### src/rtl/uart_tx_console.sv
// Memory-mapped 8N1 UART transmit console: byte FIFO fed by core stores, serialised on tx.
// Optional `UART_TX_SIM_PRINT_EN echoes each accepted byte to the simulation console.
module uart_tx_console #(
  parameter logic [31:0] BASE_ADDR    = 32'h1000_0000,
  parameter int          CLKS_PER_BIT = 16,
  parameter int          FIFO_DEPTH   = 8
) (
  input  logic        clk,
  input  logic        rst,
  input  logic [31:0] bus_addr,
  input  logic        bus_we,
  input  logic        bus_re,
  input  logic [31:0] bus_wdata,
  output logic [31:0] bus_rdata,
  output logic        bus_sel,
  output logic        tx,
  output logic        tx_busy
);

  localparam int AW = $clog2(FIFO_DEPTH);
  localparam int CW = (CLKS_PER_BIT > 1) ? $clog2(CLKS_PER_BIT) : 1;
  localparam logic [CW-1:0] BAUD_LAST = CW'(CLKS_PER_BIT - 1);

  typedef enum logic [1:0] {IDLE, START, DATA, STOP} state_t;

  logic [7:0]    mem [FIFO_DEPTH];
  logic [AW:0]   wr_ptr, rd_ptr;
  logic          fifo_full, fifo_empty, overflow;
  logic          hit_txdata, hit_status, push_req, push, pop, ovf_clr;
  state_t        state, state_next;
  logic [CW-1:0] baud_cnt, baud_next;
  logic          baud_last;
  logic [2:0]    bit_idx, bit_next;
  logic [7:0]    shreg, shreg_next;
  logic          tx_q, tx_next;
  logic          unused_wdata;

  assign unused_wdata = ^bus_wdata[31:8];

  assign bus_sel    = (bus_addr[31:3] == BASE_ADDR[31:3]);
  assign hit_txdata = bus_sel && (bus_addr[2:0] == 3'd0);
  assign hit_status = bus_sel && (bus_addr[2:0] == 3'd4);

  // Full uses the pre-edge flag, so a push against a full FIFO drops even if a pop coincides.
  assign fifo_empty = (wr_ptr == rd_ptr);
  assign fifo_full  = (wr_ptr[AW] != rd_ptr[AW]) && (wr_ptr[AW-1:0] == rd_ptr[AW-1:0]);
  assign push_req   = bus_we && hit_txdata;
  assign push       = push_req && !fifo_full;
  assign ovf_clr    = bus_we && hit_status && bus_wdata[2];

  assign tx_busy   = (state != IDLE) || !fifo_empty;
  assign bus_rdata = (bus_re && hit_status) ? {29'd0, overflow, tx_busy, fifo_full} : 32'd0;
  assign tx        = tx_q;
  assign baud_last = (baud_cnt == BAUD_LAST);

  always_comb begin
    state_next = state;
    baud_next  = baud_cnt;
    bit_next   = bit_idx;
    shreg_next = shreg;
    tx_next    = tx_q;
    pop        = 1'b0;
    case (state)
      IDLE: begin
        baud_next = '0;
        if (!fifo_empty) begin
          pop        = 1'b1;
          shreg_next = mem[rd_ptr[AW-1:0]];
          state_next = START;
          tx_next    = 1'b0;
        end
      end
      START: begin
        if (baud_last) begin
          baud_next  = '0;
          bit_next   = 3'd0;
          state_next = DATA;
          tx_next    = shreg[0];
        end else begin
          baud_next = baud_cnt + 1'b1;
        end
      end
      DATA: begin
        if (baud_last) begin
          baud_next = '0;
          if (bit_idx == 3'd7) begin
            state_next = STOP;
            tx_next    = 1'b1;
          end else begin
            bit_next = bit_idx + 3'd1;
            tx_next  = shreg[bit_idx + 3'd1];
          end
        end else begin
          baud_next = baud_cnt + 1'b1;
        end
      end
      STOP: begin
        if (baud_last) begin
          baud_next = '0;
          // Chain straight into the next start bit so frames run back to back.
          if (!fifo_empty) begin
            pop        = 1'b1;
            shreg_next = mem[rd_ptr[AW-1:0]];
            state_next = START;
            tx_next    = 1'b0;
          end else begin
            state_next = IDLE;
            tx_next    = 1'b1;
          end
        end else begin
          baud_next = baud_cnt + 1'b1;
        end
      end
      default: begin
        state_next = IDLE;
        baud_next  = '0;
        tx_next    = 1'b1;
      end
    endcase
  end

  always_ff @(posedge clk or posedge rst) begin
    if (rst) begin
      state    <= IDLE;
      baud_cnt <= '0;
      bit_idx  <= 3'd0;
      tx_q     <= 1'b1;
      wr_ptr   <= '0;
      rd_ptr   <= '0;
      overflow <= 1'b0;
    end else begin
      state    <= state_next;
      baud_cnt <= baud_next;
      bit_idx  <= bit_next;
      tx_q     <= tx_next;
      if (push) wr_ptr <= wr_ptr + 1'b1;
      if (pop)  rd_ptr <= rd_ptr + 1'b1;
      if (push_req && fifo_full) overflow <= 1'b1;
      else if (ovf_clr)          overflow <= 1'b0;
`ifdef UART_TX_SIM_PRINT_EN
      if (push) $write("%c", bus_wdata[7:0]);
`endif
    end
  end

  // Datapath storage carries no reset; pointers and FSM state decide validity.
  always_ff @(posedge clk) begin
    shreg <= shreg_next;
    if (push) mem[wr_ptr[AW-1:0]] <= bus_wdata[7:0];
  end

endmodule

### config.mk
export PLATFORM = sky130hd
export DESIGN_NAME = uart_tx_console
export DESIGN_NICKNAME = d
export VERILOG_FILES = /design/src/rtl/uart_tx_console.sv
export SDC_FILE = /design/constraint.sdc
export NUM_CORES = 1
export LEC_CHECK = 0
export ABC_AREA = 1
export BUFFER_PORTS_ARGS = -buffer_cell sky130_fd_sc_hd__buf_4
export CAP_MARGIN = 25
export CORE_ASPECT_RATIO = 1.2
export CORE_MARGIN = 4
export CORE_UTILIZATION = 40
export CTS_BUF_LIST = sky130_fd_sc_hd__clkbuf_16
export CTS_CLUSTER_DIAMETER = 40
export DETAILED_ROUTE_END_ITERATION = 8
export PLACE_DENSITY = 0.68
export SYNTH_ARGS = -nofsm -noshare
export SYNTH_HDL_FRONTEND = slang
export SYNTH_SLANG_ARGS = --single-unit
### constraint.sdc
create_clock -name clk -period 1.85 [get_ports clk]
set_input_delay 0.185 -clock clk [delete_from_list [all_inputs] [get_ports clk]]
set_output_delay 0.185 -clock clk [all_outputs]
set_load 0.02 [all_outputs]
Yosys cells after proc, flatten, opt, wreduce, memory -nomap -nowiden
Memory sizes are Yosys's and may differ from the RTL's.
Index checks and enable logic that the tools add are counted.
{"block": "totals", "ram_bits": 64, "out_inout_bits": 35, "n_memories": 1, "elab_cells": 86, "reg_bits": 27}
{"name": "mem", "words": 8, "word_bits": 8, "read_ports": 1, "rd_ports_with_merged_regs": 0, "wr": 1, "line": "26", "text": "logic [7:0] mem [FIFO_DEPTH];"}
{"block": "classes", "add_sub_neg": 4, "eq_ne": 16, "n_lt_le_gt_ge": 1, "n_reduce_logical": 23, "mux": 33}
{"op": "$eq A29 B26 Y1 const B", "count": 1}
{"op": "$mux W8", "count": 2}
{"op": "$pmux W8 S2", "count": 1}
{"op": "$mux W1", "count": 14}
{"op": "$add A4 B1 Y4 const B", "count": 3}
{"op": "$mux W3", "count": 4}
{"op": "$ne A2 B2 Y1 const B", "count": 6}
{"op": "$mux W2", "count": 5}
{"op": "$logic_and A1 B1 Y1", "count": 9}
{"op": "$pmux W2 S4", "count": 1}
{"op": "$pmux W4 S2", "count": 1}
{"op": "$reduce_and A4 Y1", "count": 2}
{"op": "$reduce_bool A2 Y1", "count": 4}
{"op": "$eq A3 B3 Y1 const B", "count": 2}
{"op": "$pmux W3 S2", "count": 1}
{"op": "$reduce_and A5 Y1", "count": 1}
{"op": "$eq A2 B2 Y1 const B", "count": 2}
{"op": "$eq A4 B4 Y1", "count": 1}
{"op": "$eq A4 B4 Y1 const B", "count": 1}
{"op": "$lt A3 B4 Y1 const B", "count": 1}
{"op": "$mux W4", "count": 1}
{"op": "$pmux W1 S4", "count": 1}
{"op": "$add A3 B1 Y3 const B", "count": 1}
{"op": "$bmux W1 S3", "count": 1}
{"op": "10 further kinds", "count": 11}

Depth between registers and ports, before layout
Gate-level depths: netlist (run 1).
{"block": "logic_depth", "ltp_word": 6, "ltp_mapped": 12, "depth_no_buf": 11}

Worst setup path before layout (run 1)
No wires, ideal clock.
{"block": "synth_timing", "path_type": "register -> register", "from": "register baud_cnt[0]", "to": "register shreg[0] (enable)", "arrival_ns": 1.640, "path_slack_ns": -0.178, "path_stages_with_launch": 6, "path_cell_list": "dfrtp_1 ha_1 nand2_1 nor2_1 inv_1 a221oi_1"}
{"block": "synth_between", "elab_chain_cells": 3}
{"item": "from (decl)", "line": "31", "text": "logic [CW-1:0] baud_cnt, baud_next;"}
{"item": "from (signal assigned)", "line": "133", "text": "baud_cnt <= baud_next;"}
{"item": "$eq A4 B4 Y1", "line": "54", "text": "assign baud_last = (baud_cnt == BAUD_LAST);"}
{"item": "$ne A2 B2 Y1 (no source line)"}
{"item": "$reduce_and A2 Y1 (no source line)"}
{"item": "to (signal assigned)", "line": "148", "text": "shreg <= shreg_next;"}
{"item": "to (decl)", "line": "34", "text": "logic [7:0] shreg, shreg_next;"}
Every way passes these cells.
A chain may end at the register's enable or synchronous reset.

Final worst setup path (run 1)
{"block": "layout_timing", "from": "register wr_ptr[0]", "to": "output bus_rdata[1]"}
{"block": "layout_between", "elab_chain_cells": 4}
{"item": "from (decl)", "line": "27", "text": "logic [AW:0] wr_ptr, rd_ptr;"}
{"item": "from (signal assigned)", "line": "136", "text": "if (push) wr_ptr <= wr_ptr + 1'b1;"}
{"item": "$eq A4 B4 Y1", "line": "45", "text": "assign fifo_empty = (wr_ptr == rd_ptr);"}
{"item": "$logic_not A1 Y1"}
{"item": "$logic_or A1 B1 Y1", "line": "51", "text": "assign tx_busy = (state != IDLE) || !fifo_empty;"}
{"item": "$mux W3", "line": "52", "text": "assign bus_rdata = (bus_re && hit_status) ? {29'd0, overflow, tx_busy, fifo_full} : 32'd0;"}
{"item": "to (decl)", "line": "14", "text": "output logic [31:0] bus_rdata,"}
Every way passes these cells.

==> results.md, run 1 <==
Finish:
- The post-route netlist has a little over a fifth of its cells at a drive strength greater than 1.
- The area overhead of the layout relative to synthesis is 20.4%.
- The antenna diode instance count is 0.
- In the final design database the tool counted roughly 630 nets.
- The cell area after layout is roughly 0.0055 mm2.
- Leaving out filler cells and counting taps, the final layout contains 710.

Place:
- The congestion estimate from routability-driven global placement came to 0.833.
- In this run the cell area measured after placement is just over 0.005 mm2.
- Detailed placement ended at an HPWL of 6.49 mm.
- At the placement stage, the worst setup path has a slack of 45.9 ps.
- The number of buffers added on ports is 49.
- In this run, placement finished with an instance count of a little under 700.

Worst setup path:
- The setup path with the least slack is of type reg2out.
- The biggest fanout along the worst timing path is 4.
- The largest single stage delay on the critical path is about 430 ps.
- The data required time at the worst endpoint is roughly 1700 ps.
- The worst setup path is captured at an output port.
- Traced cell by cell, the critical path runs through inv_2, nand2_2, nand2_2, nand2_2, nor2_4, buf_6, nand3_4, inv_2, nor2_1, buf_4.
- Counting both buffers and inverters, the worst setup path holds a total of 4.
- In this design, the largest share of critical-path delay is due to flip-flops.
- The cell at the slowest stage of the critical path is sky130_fd_sc_hd__dfrtp_2.
- The cell that appears most often on the critical path is sky130_fd_sc_hd__nand2_2.
- Data arrives at the worst endpoint at approximately 1600 ps.
- STA classifies the critical path startpoint as a register.

Timing:
- The final hold violation count came to 2.
- After layout, the worst path uses between 90% and 100% of the clock period.
- Setup violations remaining at the end of the flow were counted as 0.
- Derived from the worst setup path, the maximum achievable clock frequency is 571 MHz.
- The final-layout worst hold slack is -1.57 ps.
- Setup repair after global routing could not meet its margin everywhere.
- The clock arrives with about 6.1 ps of skew.
- The max-slew violation count is 0.
- The transition time at the pin with the least slew margin is 777 ps.
- The smallest clock period supported by the final layout is computed as between 1500 and 2000 ps.
- The worst pin sits at a relative slew slack of 48.2%.
- In the post-route analysis, the smallest setup slack over all paths is 99.2 ps.

Routing:
- The count of antenna-violating nets left after detailed routing is 0.
- The final route contains about 3400 vias.
- The DRC violations left is 0.
- Before antenna repair, the detailed router went through 4 iterations.
- The average detailed-routed wire length per instance is between 10 and 15 um.
- For this block, the initial DRC count from the detailed router was 288.
- The vias per cell is 4.76.
- The total wire length after detailed routing is about 9.4 mm.

Floorplanning:
- The die area is 0.0132 mm2.
- The die height is about 130 um.
- The number of top-level pins is a little over 100.
- Once the floorplan was initialized, standard cells occupied between 40 and 50% of the core.
- The floorplan has 42 rows.
- The core region is between 0.01 and 0.015 mm2.
- In this run the horizontal extent of the chip is 106 um.

Clocking:
- Clock latency on the worst-skew pair, taken at its later pin, is around 330 ps.
- The number of H-tree levels is 3.
- The sink count of the clock tree is between 90 and 100.
- The number of clock buffers added by TritonCTS is 9.
- The root buffer cell chosen for the clock tree is sky130_fd_sc_hd__clkbuf_16.
- The clock transition at the registers of the reported paths is approximately 70 ps.
- The clock tree from TritonCTS is built.
- For this design, the CTS-stage hold fixing added 0 buffers.
- The buffer depth of the longest clock path is 2.

Run status:
- The run finished, with violations left.
- The checks that failed: negative hold slack.

Synth:
- The area of the mapped netlist is roughly 0.0046 mm2.
- The mean instance size in the synthesized netlist is just under 10 um2.
- The proportion of synthesized chip area in sequential cells is between 50% and 60%.
- The warning count from the yosys run is 0.
- The number of distinct library cells after synthesis is 35.
- The total of flip-flops plus latches after synthesis is 91.
- The number of standard cells after synthesis is ~480.

Global route:
- Entering global routing, the biggest net connects 35 pins.
- The via count of the first global-routing pass is slightly above 3000.
- The initial antenna violation count is 0.
- The sum of overflow across all layers after global routing is 0.
- The first-pass GRT wire length is approximately 15 mm.
- For this run, the total global-route usage over all layers was measured as approximately 14%.

Power and ir drop:
- The worst ir drop on vdd is approximately 0.00062 V.
- The power per cell area is slightly below 800 mW/mm2.
- The static leakage is approximately 2.3 nW.

Min path:
- The kind of path behind the tightest hold check is in2async.

Flow run:
- The max capacitance violation total is 0.
==> per-stage QoR <==
stage | TNS [ps] | hold slack (ps) | utilization (%) | power [W]
detailed placement | 0 | 384 | 46.0 | 0.00243
CTS | 0 | 23.8 | 49.2 | 0.00435
global placement | 0 | 357 | 46.0 | 0.00243
finish | 0 | -1.57 | 49.6 | 0.00432
global route | -15.5 | 68.8 | 49.6 | 0.00447
floorplan | -5090 | 135 | - | 0.00238
==> cell usage in the layout (no fill, tap or decap), types with 2 or more instances in the layout <==
cell type                   count
sky130_fd_sc_hd__inv_2          5
sky130_fd_sc_hd__conb_1        29
sky130_fd_sc_hd__dfrtp_1       15
sky130_fd_sc_hd__o22ai_1       16
sky130_fd_sc_hd__nand3_1       20
sky130_fd_sc_hd__edfxtp_1      72
sky130_fd_sc_hd__xor2_1         6
sky130_fd_sc_hd__nand4_1        6
sky130_fd_sc_hd__dfrtp_2        3
sky130_fd_sc_hd__bufinv_16      2
sky130_fd_sc_hd__nand2_2        8
sky130_fd_sc_hd__nor3_1         4
sky130_fd_sc_hd__nor2_4         2
sky130_fd_sc_hd__nand3_4        2
sky130_fd_sc_hd__o31ai_1        2
sky130_fd_sc_hd__buf_4         77
sky130_fd_sc_hd__nor2_1        80
sky130_fd_sc_hd__nand2_1       87
sky130_fd_sc_hd__o21ai_0       42
sky130_fd_sc_hd__clkinv_4       4
sky130_fd_sc_hd__inv_1         38
sky130_fd_sc_hd__o21ai_1        3
sky130_fd_sc_hd__clkbuf_16      9
sky130_fd_sc_hd__a21oi_1        2
sky130_fd_sc_hd__ha_1          10
sky130_fd_sc_hd__or2_1          2
==> sequential cells by signal, indices dropped and copies added (netlist names) <==
register / cells
baud_cnt: 4
bit_idx: 3
mem: 64
overflow: 1
rd_ptr: 4
shreg: 8
state: 2
tx: 1
wr_ptr: 4
==> cell usage after synthesis <==
library cell / n / area, um2
sky130_fd_sc_hd__clkinv_4: 2 / 17.5
sky130_fd_sc_hd__inv_2: 1 / 3.75
sky130_fd_sc_hd__nand3_1: 20 / 100
sky130_fd_sc_hd__nor2_2: 1 / 6.26
sky130_fd_sc_hd__dfstp_2: 1 / 26.3
sky130_fd_sc_hd__nor3_2: 1 / 10.0
sky130_fd_sc_hd__a221oi_1: 1 / 8.76
sky130_fd_sc_hd__conb_1: 1 / 3.75
sky130_fd_sc_hd__inv_1: 40 / 150
sky130_fd_sc_hd__nor3_1: 4 / 20.0
sky130_fd_sc_hd__buf_4: 30 / 225
sky130_fd_sc_hd__a21oi_1: 2 / 10.0
sky130_fd_sc_hd__and3_1: 1 / 6.26
sky130_fd_sc_hd__nand2_2: 6 / 37.5
sky130_fd_sc_hd__o22ai_1: 16 / 100
sky130_fd_sc_hd__dfrtp_1: 18 / 450
sky130_fd_sc_hd__o31ai_1: 2 / 15.0
sky130_fd_sc_hd__nand2_1: 89 / 334
sky130_fd_sc_hd__clkbuf_1: 8 / 30.0
sky130_fd_sc_hd__xor2_1: 6 / 52.6
sky130_fd_sc_hd__nand3_4: 2 / 35.0
sky130_fd_sc_hd__ha_1: 10 / 125
sky130_fd_sc_hd__o21ai_1: 3 / 15.0
sky130_fd_sc_hd__nor2_4: 2 / 22.5
sky130_fd_sc_hd__clkinv_1: 1 / 3.75
sky130_fd_sc_hd__clkbuf_2: 1 / 5.00
sky130_fd_sc_hd__clkbuf_8: 1 / 13.8
sky130_fd_sc_hd__o21ai_0: 42 / 210
sky130_fd_sc_hd__buf_6: 1 / 11.3
sky130_fd_sc_hd__nand4_2: 1 / 12.5
sky130_fd_sc_hd__nand4_1: 6 / 37.5
sky130_fd_sc_hd__or2_1: 2 / 12.5
sky130_fd_sc_hd__nor2_1: 80 / 300
sky130_fd_sc_hd__edfxtp_1: 72 / 2160
sky130_fd_sc_hd__nand2_4: 1 / 11.3
==> final timing paths <==
path / startpoint / endpoint / slack, ps / cells past startpoint
max in group asynchronous: rst / rd_ptr[0] / 1310 / 2
hold / removal: rst / bit_idx[1] / -2 / 2
min in group clk: bus_wdata[3] / mem[2][3] / 80 / 1
setup reg to reg: rd_ptr[3] / mem[5][4] / 140 / 7
hold reg to reg: baud_cnt[0] / baud_cnt[0] / 470 / 1
setup / recovery: wr_ptr[0] / bus_rdata[1] / 100 / 10
==> layer usage <==
metal / vias to the layer above / share of wire, % / track usage, %
met5: - / 0 / 0
met4: 0 / 1.7 / 6.17
met3: 15 / 5.3 / 2.73
met2: 102 / 52 / 24.8
met1: 1576 / 41 / 16.8
li1: 1686 / - / -
==> repair_timing <==
item | 4_1_cts | 5_1_grt
gates cloned | 0 | 0
setup buffers | 4 | 4
resized for setup | 4 | 6
pin swaps | 0 | 5
setup endpoints to repair | 2 | 17
==> kinds of logic after synthesis <==
| group | share of synthesized area [%] |
|---|---|
| flops | 57.5 |
| simple gates | 20.6 |
| fa+ha+maj | 2.73 |
| compound gates | 7.83 |
| other cells | 0.0818 |
| xor+xnor | 1.15 |
| buf+inv | 10.0 |
==> power breakdown <==
part / switching (W) / total [W] / internal (W)
Sequential: 0.000000000000834 / 0.00221 / 0.00221
Combinational: 0.000116 / 0.000184 / 0.0000689
Clock: 0.000745 / 0.00193 / 0.00118
Total: 0.000860 / 0.00432 / 0.00346
==> area by class of cell <==
type,count,area (um2)
fillers,1000,5620
clock buffers,9,225
flip-flops and latches,91,2640
multi-input cells,327,1600
repair buffers,78,589
well taps,154,193
inverters,44,175
clock inverters,7,93.8
Power figures use the tool's default switching activity.
==> inputs of run 2 (changes only) <==
ABC_AREA = not set   (was 1)
PLACE_DENSITY = 0.69   (was 0.68)
==> results.md, run 2 <==
Run status:
- The run finished, with violations left.
- The final reports fail on negative hold slack, negative setup slack.

Synth:
- After synthesis the netlist holds a flip-flop and latch count of between 90 and 100.
- In the synthesized netlist, the cells that appear most often are 72 x sky130_fd_sc_hd__edfxtp_1, 30 x sky130_fd_sc_hd__buf_4, 18 x sky130_fd_sc_hd__dfrtp_1, 18 x sky130_fd_sc_hd__mux4_2, 12 x sky130_fd_sc_hd__mux2_2.
- Of the total synthesized cell area, the portion taken by AND, OR, NAND and NOR gates is ~8.7%.
- The fraction of registers with async set/reset is 20.9%.
- By area, the combinational part of the netlist is dominated by multiplexers.
- For this run, the register share of the synthesized area comes to 62.2%.
- After technology mapping, the gate count stands at about 270.
- In this run, distinct cell masters in the synthesized netlist total 42.
- The area of the mapped netlist is around 0.0042 mm2.
- The post-synthesis mux area share is 13.0%.
- The mean instance size in the synthesized netlist is approximately 16 um2.
- Yosys mapped a number of flops with a built-in enable equal to about 70.
- The largest total area in the synthesized netlist belongs to sky130_fd_sc_hd__edfxtp_1.
- Ranked by total cell area, the synthesized netlist is headed by sky130_fd_sc_hd__edfxtp_1 51%, sky130_fd_sc_hd__dfrtp_1 11%, sky130_fd_sc_hd__mux4_2 9.6%, sky130_fd_sc_hd__buf_4 5.3%, sky130_fd_sc_hd__mux2_2 3.2%.
- Summing the areas of all compound-gate instances in the mapped netlist gives 3.36% of the synthesized area.
- The cell with the most instances after synthesis is sky130_fd_sc_hd__edfxtp_1.
- Summed over its instances, the top area cell type makes up 50.9% of the synthesized netlist area.
- The adder-cell area share of the yosys netlist is under 10%.
- Among all flip-flop cells after synthesis, the most frequent one is sky130_fd_sc_hd__edfxtp_1.
- Yosys printed 0 warnings.
- The fraction of synthesized cell area in xor and xnor cells is under 10%.

Finish:
- The post-route netlist has 47.3% of its cells at a drive strength greater than 1.
- The final-layout fill cell count is about 820.
- The flip-flop count of the largest register, all copies and words added is between 60 and 70.
- The cell area after layout is around 0.0055 mm2.
- The antenna diode instance count is 0.
- For this run, the post-layout net count is between 400 and 500.
- The library cells used most frequently in the layout, excluding fill and tap cells, are 83 x sky130_fd_sc_hd__buf_4, 72 x sky130_fd_sc_hd__edfxtp_1, 29 x sky130_fd_sc_hd__conb_1.
- The area of all sequential standard cells is around 0.0026 mm2.
- Summing all multi-input logic gate instances after layout gives 0.00165 mm2.
- Leaving out fill and tap cells, the most frequent cell in the layout is sky130_fd_sc_hd__buf_4.
- The area overhead of the layout relative to synthesis is 30.2%.
- Excluding fillers, the count of instances in the completed layout stands at 494.

Timing:
- For the pin with the worst max-slew slack, the measured transition is about 750 ps.
- The setup total negative slack is -260 ps.
- Hold timing on the final database bottoms out at a slack of -21.4 ps.
- Counting I/O delays and the setup requirement, the final critical path takes 2010 ps.
- Based on the critical path, the design can be clocked at up to ~500 MHz.
- The max-slew violation count is 0.
- The worst slew margin relative to its limit is roughly 50%.
- Setup violations remaining at the end of the flow were counted as 3.
- The worst clock skew is approximately 5.7 ps.
- The final hold violation count is 18.
- Setup repair after global routing could not meet its margin everywhere.
- The post-layout worst setup margin is -164 ps.
- The period utilization is 109%.

Worst setup path:
- The sort of element at the end of the critical path is a register.
- The startpoint of the worst register-to-register path is bit_idx[0].
- The startpoint-to-endpoint class of the critical path is reg2reg.
- The cell at the slowest stage of the critical path is sky130_fd_sc_hd__mux4_2.
- Traced cell by cell, the critical path runs through ha_4, mux4_2, mux2_2, o21ai_1, a21oi_1, mux2_2.
- The startpoint class of the critical path is a register.
- The cell occurring most often along the worst timing path is sky130_fd_sc_hd__mux2_2.
- The biggest fanout along the worst timing path is 3.
- In this design, the stage delay of the slowest critical-path cell is about 500 ps.
- In this run the worst setup path begins at bit_idx[0].
- The data arrival at the endpoint of the critical path is ~2300 ps.
- The data required time at the worst endpoint is 2120 ps.

Place:
- Counting tap cells, the placed design contains a total of 470 instances.
- Routability-driven placement finished with a final weighted congestion of about 0.83.
- Port buffering added 49 buffers.
- The placed instances occupy a cell area of between 0.005 and 0.006 mm2.
- The estimated wirelength of the detail-placed design is 5.94 mm.

Power and ir drop:
- The static leakage is between 2 and 2.5 nW.
- The power share of the clock group is a little over two fifths.
- Dividing total power by cell area gives a power density of between 700 and 800 mW/mm2.
- The overall power is about 0.0042 W.
- The worst ir drop on vdd is 0.000688 V.
- The switching power as a share of total power is 22.7%.
- The internal power of the cells totals about 0.0032 W.
- The share of power burned in registers is between 50% and 60%.
- The relative contribution of combinational cells to total power is 5.2%.
- Summed over all nets, the switching power comes to about 0.00095 W.

Floorplanning:
- The initial utilization of the core area, before any placement, comes to between 40% and 50%.
- After floorplanning, the core was divided into 40 placement rows.
- The floorplan step defined a die boundary enclosing 0.0123 mm2.
- In this run the count of I/O pins placed on the die edge is just over 100.
- Measured along the x axis, the die boundary spans a little over 100 um.
- The die is 121 um tall.
- The core footprint is around 0.010 mm2.

Routing:
- The detailed router finished its first iteration with 111 violations.
- Dividing the detail-routed via count by the number of cells gives ~5.0.
- The detailed router placed between 2000 and 2500 vias in this run.
- Dividing the detail-routed wire length by the instance count gives approximately 17 um.
- The total wire length after detailed routing is around 8.3 mm.
- The count of nets left with antenna violations once routing finished came out at 0.
- The pre-antenna-repair detailed-routing pass consisted of 4 iterations.
- The DRC violations left is 0.

Flow run:
- Across the run, the number of max-cap violations was 0.

Clocking:
- CTS built an H-tree with a depth of 3.
- Clock-pin slew was measured on the worst setup and hold paths at roughly 70 ps.
- The cell sitting at the root of the clock tree is a sky130_fd_sc_hd__clkbuf_16.
- The clock latency on the worst-skew pair is 340 ps.
- The clock passes through at most 2 buffers.
- The number of buffers added by the clock tree synthesis step is 9.
- CTS saw roughly 90 sinks.
- The clock tree from TritonCTS is built.

Global route:
- For this run the aggregate overflow at the end of global routing stands at 0.
- The first-pass GRT wire length is roughly 13 mm.
- For this run, the total global-route usage over all layers was measured as ~14%.
- Entering global routing, the biggest net connects 20 pins.
- The via count of the first global-routing pass came to 2599.
- The initial antenna violation count is 0.

Min path:
- The kind of path behind the tightest hold check is in2async.
[run 2: cell types whose count changed after synthesis, moves of 4 or more]
cell	change
sky130_fd_sc_hd__inv_1	-32
sky130_fd_sc_hd__o22ai_1	-16
sky130_fd_sc_hd__nor4_2	+5
sky130_fd_sc_hd__xnor2_1	+6
sky130_fd_sc_hd__nand3_1	-17
sky130_fd_sc_hd__mux4_2	+18
sky130_fd_sc_hd__clkbuf_1	-6
sky130_fd_sc_hd__nor2_1	-69
sky130_fd_sc_hd__nand2_2	-6
sky130_fd_sc_hd__nand2_1	-80
sky130_fd_sc_hd__a21oi_1	+4
sky130_fd_sc_hd__mux2_2	+12
sky130_fd_sc_hd__nor4_1	+4
sky130_fd_sc_hd__o21ai_0	-37
[run 2: final timing paths]
check,slack [ps],end,depth (start not counted)
hold reg to reg,500,baud_cnt[0],1
setup reg to reg,-160,tx,6
min in group clk,70,mem[6][5],1
max in group asynchronous,1390,bit_idx[0],2
hold / removal,-20,baud_cnt[2],2
setup / recovery,-160,tx,6
[run 2: layout make-up]
class / count / area share (%)
sequential: 91 / 47.8
multi-input combinational: 160 / 29.9
timing repair buffer: 93 / 13.6
clock buffer: 9 / 4.08
tap: 126 / 2.85
clock inverter: 7 / 1.25
inverter: 8 / 0.543
[run 2: layer usage]
metal  track usage, %  vias to the layer above  share of wire (%)
li1                 -                     1163                  -
met1             17.4                     1230                 40
met2             24.6                       62                 55
met3             2.94                        8                3.5
met4             5.33                        0                1.6
met5                0                        -                  0
[run 2: timing repair]
item / 4_1_cts / 5_1_grt
hold buffers: 0 / 0
pin swaps: 4 / 15
setup endpoints to repair: 26 / 74
resized for setup: 11 / 20
hold endpoints to repair: 0 / 0
buffers inserted: 6 / 3
[run 2: cells by family (layout without fill, tap and decap cells)]
group	after synthesis	after routing
xor gates and xnor gates	12	12
DFF	91	91
adders and majority gates	10	10
and+or+nand+nor	56	56
muxes	31	31
AOI/OAI and AO/OA	22	22
buffers and inverters	45	117
other	1	29
[run 2: per-stage QoR]
step,util (%),worst slack [ps]
finish,54.1,-164
CTS,53.0,-158
detailed placement,49.0,-302
global placement,49.0,-216
global route,54.1,-207
floorplan,-,-154
[run 2: worst max-delay path, delay by kind of cell, from the launching register on]
kind | cells | cell delay, ps
compound gates | 2 | 210
flops | 1 | 410
mux | 3 | 1030
fa+ha+maj | 1 | 300
[run 2: power by group through the flow]
stage	Sequential, W	Combinational, W	Clock [W]
after floorplan	0.00225	0.000139	0
after detailed placement	0.00225	0.000206	0
after global routing	0.00221	0.000238	0.00191
after global placement	0.00225	0.000199	0
final	0.00221	0.000219	0.00176
after CTS	0.00221	0.000214	0.00181
